===== src/rtl/mem_stage_pkg.sv =====
// Shared pipeline definitions for the MEM stage: FSM states, WB control bit
// positions and the data-cache watchdog limit.
package mem_stage_pkg;

  typedef enum logic {
    IDLE = 1'b0,
    WAIT = 1'b1
  } memState_e;

  localparam int unsigned WB_REGWRITE = 0;
  localparam int unsigned WB_MEMTOREG = 1;

  localparam logic [7:0] WDT_LIMIT = 8'd255;

endpackage


===== src/rtl/mem_stage_fsm.sv =====
// Data-cache access tracker for the MEM stage (IDLE/WAIT, done flag).
// With MEM_STAGE_WDT_EN defined, a watchdog abandons accesses that never ack.
module mem_stage_fsm
  import mem_stage_pkg::*;
(
  input  logic clk_i,
  input  logic rst_i,
  input  logic req_i,
  input  logic ack_i,
  input  logic load_i,
  output logic done_o
`ifdef MEM_STAGE_WDT_EN
  ,
  output logic err_o
`endif
);

  memState_e state_q, state_d;
  logic      done_q;
  logic      wdtFire;

  always_ff @(posedge clk_i or posedge rst_i) begin
    if (rst_i) begin
      state_q <= IDLE;
    end else begin
      state_q <= state_d;
    end
  end

  always_comb begin
    state_d = state_q;
    unique case (state_q)
      IDLE:    if (req_i && !ack_i) state_d = WAIT;
      WAIT:    if (ack_i) state_d = IDLE;
      default: state_d = IDLE;
    endcase
    if (wdtFire) state_d = IDLE;
  end

  // A fired watchdog retires the stuck access; the next EX/MEM load clears it.
  always_ff @(posedge clk_i or posedge rst_i) begin
    if (rst_i) begin
      done_q <= 1'b0;
    end else if (wdtFire) begin
      done_q <= 1'b1;
    end else if (load_i) begin
      done_q <= 1'b0;
    end
  end

  assign done_o = done_q;

`ifdef MEM_STAGE_WDT_EN
  logic [7:0] wdtCnt_q, wdtCnt_d;
  logic       err_q;

  assign wdtFire  = (state_q == WAIT) && !ack_i && (wdtCnt_q == WDT_LIMIT - 8'd1);
  assign wdtCnt_d = (state_q == WAIT) ? wdtCnt_q + 8'd1 : 8'd0;

  always_ff @(posedge clk_i or posedge rst_i) begin
    if (rst_i) begin
      wdtCnt_q <= 8'd0;
      err_q    <= 1'b0;
    end else begin
      wdtCnt_q <= wdtCnt_d;
      err_q    <= err_q | wdtFire;
    end
  end

  assign err_o = err_q;
`else
  assign wdtFire = 1'b0;
`endif

endmodule


===== src/rtl/mem_stage.sv =====
// MEM pipeline stage: EX/MEM and MEM/WB registers around a data-cache port.
// Optional watchdog (err_o) is enabled by defining MEM_STAGE_WDT_EN.
module mem_stage
  import mem_stage_pkg::*;
#(
  parameter int DATA_W = 32
) (
  input  logic              clk_i,
  input  logic              rst_i,
  input  logic [4:0]        ex_writeaddr_i,
  input  logic [1:0]        ex_wb_i,
  input  logic              ex_memrd_i,
  input  logic              ex_memwr_i,
  input  logic [DATA_W-1:0] ex_alures_i,
  input  logic [DATA_W-1:0] ex_wdata_i,
  output logic              dcache_req_o,
  output logic              dcache_we_o,
  output logic [DATA_W-1:0] dcache_addr_o,
  output logic [DATA_W-1:0] dcache_wdata_o,
  input  logic              dcache_ack_i,
  input  logic [DATA_W-1:0] dcache_rdata_i,
  output logic              stall_o,
  output logic [4:0]        exmem_writeaddr_o,
  output logic [1:0]        exmem_wb_o,
  output logic [DATA_W-1:0] exmem_alures_o,
  output logic [4:0]        memwb_writeaddr_o,
  output logic              memwb_wb_o,
  output logic [DATA_W-1:0] memwb_data_o
`ifdef MEM_STAGE_WDT_EN
  ,
  output logic              err_o
`endif
);

  logic [4:0]        exMemWriteAddr_q;
  logic [1:0]        exMemWb_q;
  logic              exMemMemRd_q;
  logic              exMemMemWr_q;
  logic [DATA_W-1:0] exMemAlures_q;
  logic [DATA_W-1:0] exMemWdata_q;

  logic [4:0]        memWbWriteAddr_q;
  logic              memWbRegWrite_q;
  logic [DATA_W-1:0] memWbData_q, memWbData_d;

  logic memOp;
  logic done;
  logic stall;

  assign memOp        = exMemMemRd_q | exMemMemWr_q;
  assign dcache_req_o = memOp & ~done;
  assign stall        = dcache_req_o & ~dcache_ack_i;
  assign stall_o      = stall;

  mem_stage_fsm u_fsm (
    .clk_i  (clk_i),
    .rst_i  (rst_i),
    .req_i  (dcache_req_o),
    .ack_i  (dcache_ack_i),
    .load_i (~stall),
    .done_o (done)
`ifdef MEM_STAGE_WDT_EN
    ,
    .err_o  (err_o)
`endif
  );

  always_ff @(posedge clk_i or posedge rst_i) begin
    if (rst_i) begin
      exMemWriteAddr_q <= '0;
      exMemWb_q        <= '0;
      exMemMemRd_q     <= 1'b0;
      exMemMemWr_q     <= 1'b0;
      exMemAlures_q    <= '0;
      exMemWdata_q     <= '0;
    end else if (!stall) begin
      exMemWriteAddr_q <= ex_writeaddr_i;
      exMemWb_q        <= ex_wb_i;
      exMemMemRd_q     <= ex_memrd_i;
      exMemMemWr_q     <= ex_memwr_i;
      exMemAlures_q    <= ex_alures_i;
      exMemWdata_q     <= ex_wdata_i;
    end
  end

  // An abandoned (watchdog) access writes back zero instead of stale cache data.
  always_comb begin
    memWbData_d = exMemAlures_q;
    if (done) begin
      memWbData_d = '0;
    end else if (exMemWb_q[WB_MEMTOREG]) begin
      memWbData_d = dcache_rdata_i;
    end
  end

  always_ff @(posedge clk_i or posedge rst_i) begin
    if (rst_i) begin
      memWbWriteAddr_q <= '0;
      memWbRegWrite_q  <= 1'b0;
      memWbData_q      <= '0;
    end else if (!stall) begin
      memWbWriteAddr_q <= exMemWriteAddr_q;
      memWbRegWrite_q  <= exMemWb_q[WB_REGWRITE];
      memWbData_q      <= memWbData_d;
    end
  end

  assign dcache_we_o       = exMemMemWr_q;
  assign dcache_addr_o     = exMemAlures_q;
  assign dcache_wdata_o    = exMemWdata_q;
  assign exmem_writeaddr_o = exMemWriteAddr_q;
  assign exmem_wb_o        = exMemWb_q;
  assign exmem_alures_o    = exMemAlures_q;
  assign memwb_writeaddr_o = memWbWriteAddr_q;
  assign memwb_wb_o        = memWbRegWrite_q;
  assign memwb_data_o      = memWbData_q;

endmodule


===== config.mk =====
export PLATFORM = sky130hd
export DESIGN_NAME = mem_stage
export DESIGN_NICKNAME = d
export VERILOG_FILES = /design/src/rtl/mem_stage_pkg.sv /design/src/rtl/mem_stage_fsm.sv /design/src/rtl/mem_stage.sv
export SDC_FILE = /design/constraint.sdc
export NUM_CORES = 1
export LEC_CHECK = 0
export ABC_AREA = 1
export CAP_MARGIN = 20
export CORE_MARGIN = 2
export CORE_UTILIZATION = 35
export CTS_BUF_LIST = sky130_fd_sc_hd__clkbuf_16
export DETAILED_ROUTE_END_ITERATION = 7
export GPL_TIMING_DRIVEN = 0
export HOLD_SLACK_MARGIN = 0.02
export PLACE_DENSITY_LB_ADDON = 0.3
export SETUP_SLACK_MARGIN = 0.1
export SLEW_MARGIN = 5
export SYNTH_ARGS = -nofsm -noshare
export SYNTH_HDL_FRONTEND = slang
export SYNTH_SLANG_ARGS = --single-unit

===== constraint.sdc =====
create_clock -name clk_i -period 4.6 [get_ports clk_i]
set_input_delay 1.15 -clock clk_i [delete_from_list [all_inputs] [get_ports clk_i]]
set_output_delay 1.15 -clock clk_i [all_outputs]
set_load 0.05 [all_outputs]

==> results.toml <==
[clock_network]
tritoncts = "done"
htree_levels = 3
hold_buffers = 0
cts_buffer_depth = 2
cts_buffers = 9
worstSkewPairLatency_ns = 0.35
cts-root-buf = "clkbuf_16"
path_clk_slew_ns = 0.07
cts_resized = 0
cts_sinks = 111
cts_setup_buffers = 0

[critical_path]
cp_max_fo = 10
cpMaxStageDelayCell = "clkdlybuf4s50_1"
crit_type = "input port to output port"
cp_slowest_stage_delay_ns = 0.79
arrival_ns = 2.99
cp_num_buf_inv = 6
startpoint_type = "input port"
critical-path-top-delay-family = "buffers and inverters"
required_ns = 3.45
r2r_start = "dcache_we_o"
crit_path_start = "dcache_ack_i"
cp-end-kind = "output port"
crit_path_cell_trace = "clkdlybuf4s50_1, inv_1, nand2_2, buf_6, buf_6, inv_1, clkdlybuf4s50_1"

[synthesis]
synth_seq_cells = 111
yosysWarnings = 0
synth.yosys.seq_area_share_pct = 54.7
synth.distinct_cells = 10
synth-xor-area-share_pct = 0
syn_nets = 731
synth_cells = 623
netlist_area_sq_um = 5080
synth_fa_ha_area_share_pct = 0
synthSimpleGateAreaFrac_pct = 34.7
synth_top_family_by_area = "simple AND/OR/NAND/NOR gates"
avgSynthCellArea_sq_um = 8.15
synth.area.mux_share_pct = 0
synth-compound-area-share_pct = 0

[route]
avgRoutedWirePerCell_um = 14.9
viasPerCell = 4.57
drc = 0
firstDrtPassIters = 4
vias = 4908
drt_iter0_markers = 208
final_antenna_net_count = 0
routed_wl_mm = 16.0

[layout]
area_growth_pct = 60.3
layout-drive-gt1-share_pct = 10.4
layout.nets = 994
postLayoutCellArea_sq_um = 8140
layout_commonest_cell = "nand2_1"
fill_cells = 1332
diodes = 0
finalNonFillerCells = 1074
layout_common_cells = "nand2_1, clkdlybuf4s50_1, nand3_1, dfrtp_1, buf_4"

[sta]
clock_skew_ns = 0.00939
tightest_slew_ns = 0.582
fin_hold_ws_ns = 0.508
period_share_pct = 89.9
finalHoldViolations = 0
rsz0062_at_grt = "no"
finalCriticalPeriod_ns = 4.14
relSlewSlack_pct = 61.1
fmax_mhz = 242
slew_viol_final = 0
setup_viol = 0
setup_tns_ns = 0

[global_route]
grt_pass1_wl_mm = 25.0
grt_max_degree = 65
grt_pass1_vias = 4674
grt-ovfl-total = 0
grt_usage_pct = 20.2
antenna_found_initial = 1

[floorplanning]
dieArea_sq_um = 15500
coreArea_sq_um = 14400
row_count = 44
ioPinCount = 252
die_h_um = 124
dieWidth_um = 124
start_util_pct = 35.3

[placed_design]
portBuffers = 251
dp.cells = 1059
hpwl_mm = 11.7
gp_congestion = 0.770
post_dp_cell_area_sq_um = 7850

[worst_hold_path]
hp-class = "register to register"
hp-start = "dcache_wdata_o[27]"

[flow_run]
maxCapViolCount = 0

[power_and_ir_drop]
pwr_density_cell_nw_per_um2 = 470
p_leak_nw = 4.06
ir_drop_uv = 245

[outcome]
status = "finished, final reports clean"
-- sequential cells by signal (all words and copies together), names as in the netlist --
| name | flops |
|---|---|
| memwb_data_o | 32 |
| dcache_addr_o | 32 |
| memwb_wb_o | 1 |
| exMemMemRd_q | 1 |
| memwb_writeaddr_o | 5 |
| dcache_we_o | 1 |
| exmem_wb_o | 2 |
| dcache_wdata_o | 32 |
| exmem_writeaddr_o | 5 |
-- power breakdown --
| group | leakage [nW] | internal [W] | switching, W | total [W] |
|---|---|---|---|---|
| logic | 2.57 | 0.000620 | 0.00116 | 0.00178 |
| clock network | 0.143 | 0.000419 | 0.000356 | 0.000775 |
| registers | 1.35 | 0.00114 | 0.000127 | 0.00127 |
-- per-stage QoR --
stage	util [%]	total power (W)	worst slack, ns
floorplan	-	0.00242	0.519
global placement	54.4	0.00306	-1.26
detailed placement	54.6	0.00308	0.460
CTS	56.6	0.00386	0.451
global route	56.6	0.00400	0.380
finish	56.6	0.00382	0.464
-- final cells by class --
| class | count | area, sq um | share of cell area (%) |
|---|---|---|---|
| Clock buffer | 9 | 225 | 2.77 |
| Buffer | 75 | 514 | 6.32 |
| Sequential cell | 111 | 2780 | 34.1 |
| Clock inverter | 6 | 61.3 | 0.753 |
| Multi-Input combinational cell | 431 | 1760 | 21.6 |
| Timing Repair Buffer | 252 | 2540 | 31.2 |
| Inverter | 6 | 27.5 | 0.338 |
| Tap cell | 184 | 230 | 2.83 |
-- per-layer routing --
metal / global-route usage [%] / up-vias / part of all wire, %
met4: 6.61 / 2 / 2.0
met5: 0 / - / 0.069
met3: 6.96 / 22 / 8.5
li1: - / 2444 / -
met2: 32.6 / 190 / 47
met1: 25.5 / 2250 / 42
-- cells by family after synthesis --
kind of cell | Yosys count
buffers and inverters | 81
and+or+nand+nor | 431
DFF | 111
-- worst reg2reg max path, cell delays in order, from the launching register on --
cell and delay (ns):
dfrtp_1 0.42, inv_2 0.06, nand2_2 0.09, nand2_2 0.14, clkbuf_1 0.43, nand2_1 0.13
nand2_1 0.08
-- Yosys cell counts, drive strengths merged --
master	count	area, sq um
clkbuf	3	11.3
nand2	320	1210
inv	6	22.5
nand3	111	556
buf	72	503
dfrtp	111	2780
-- path summary, 6_finish.rpt --
kind | endpoint | slack (ns) | depth (start not counted)
max | stall_o | 0.46 | 7
min | dcache_wdata_o[27] | 0.51 | 2
max reg2reg | memwb_data_o[14] | 3.18 | 6
max in group asynchronous | dcache_addr_o[24] | 2.71 | 3
min reg2reg | dcache_wdata_o[27] | 0.51 | 2
min in group asynchronous | dcache_wdata_o[29] | 1.20 | 2
(Power assumes the default switching activity.)
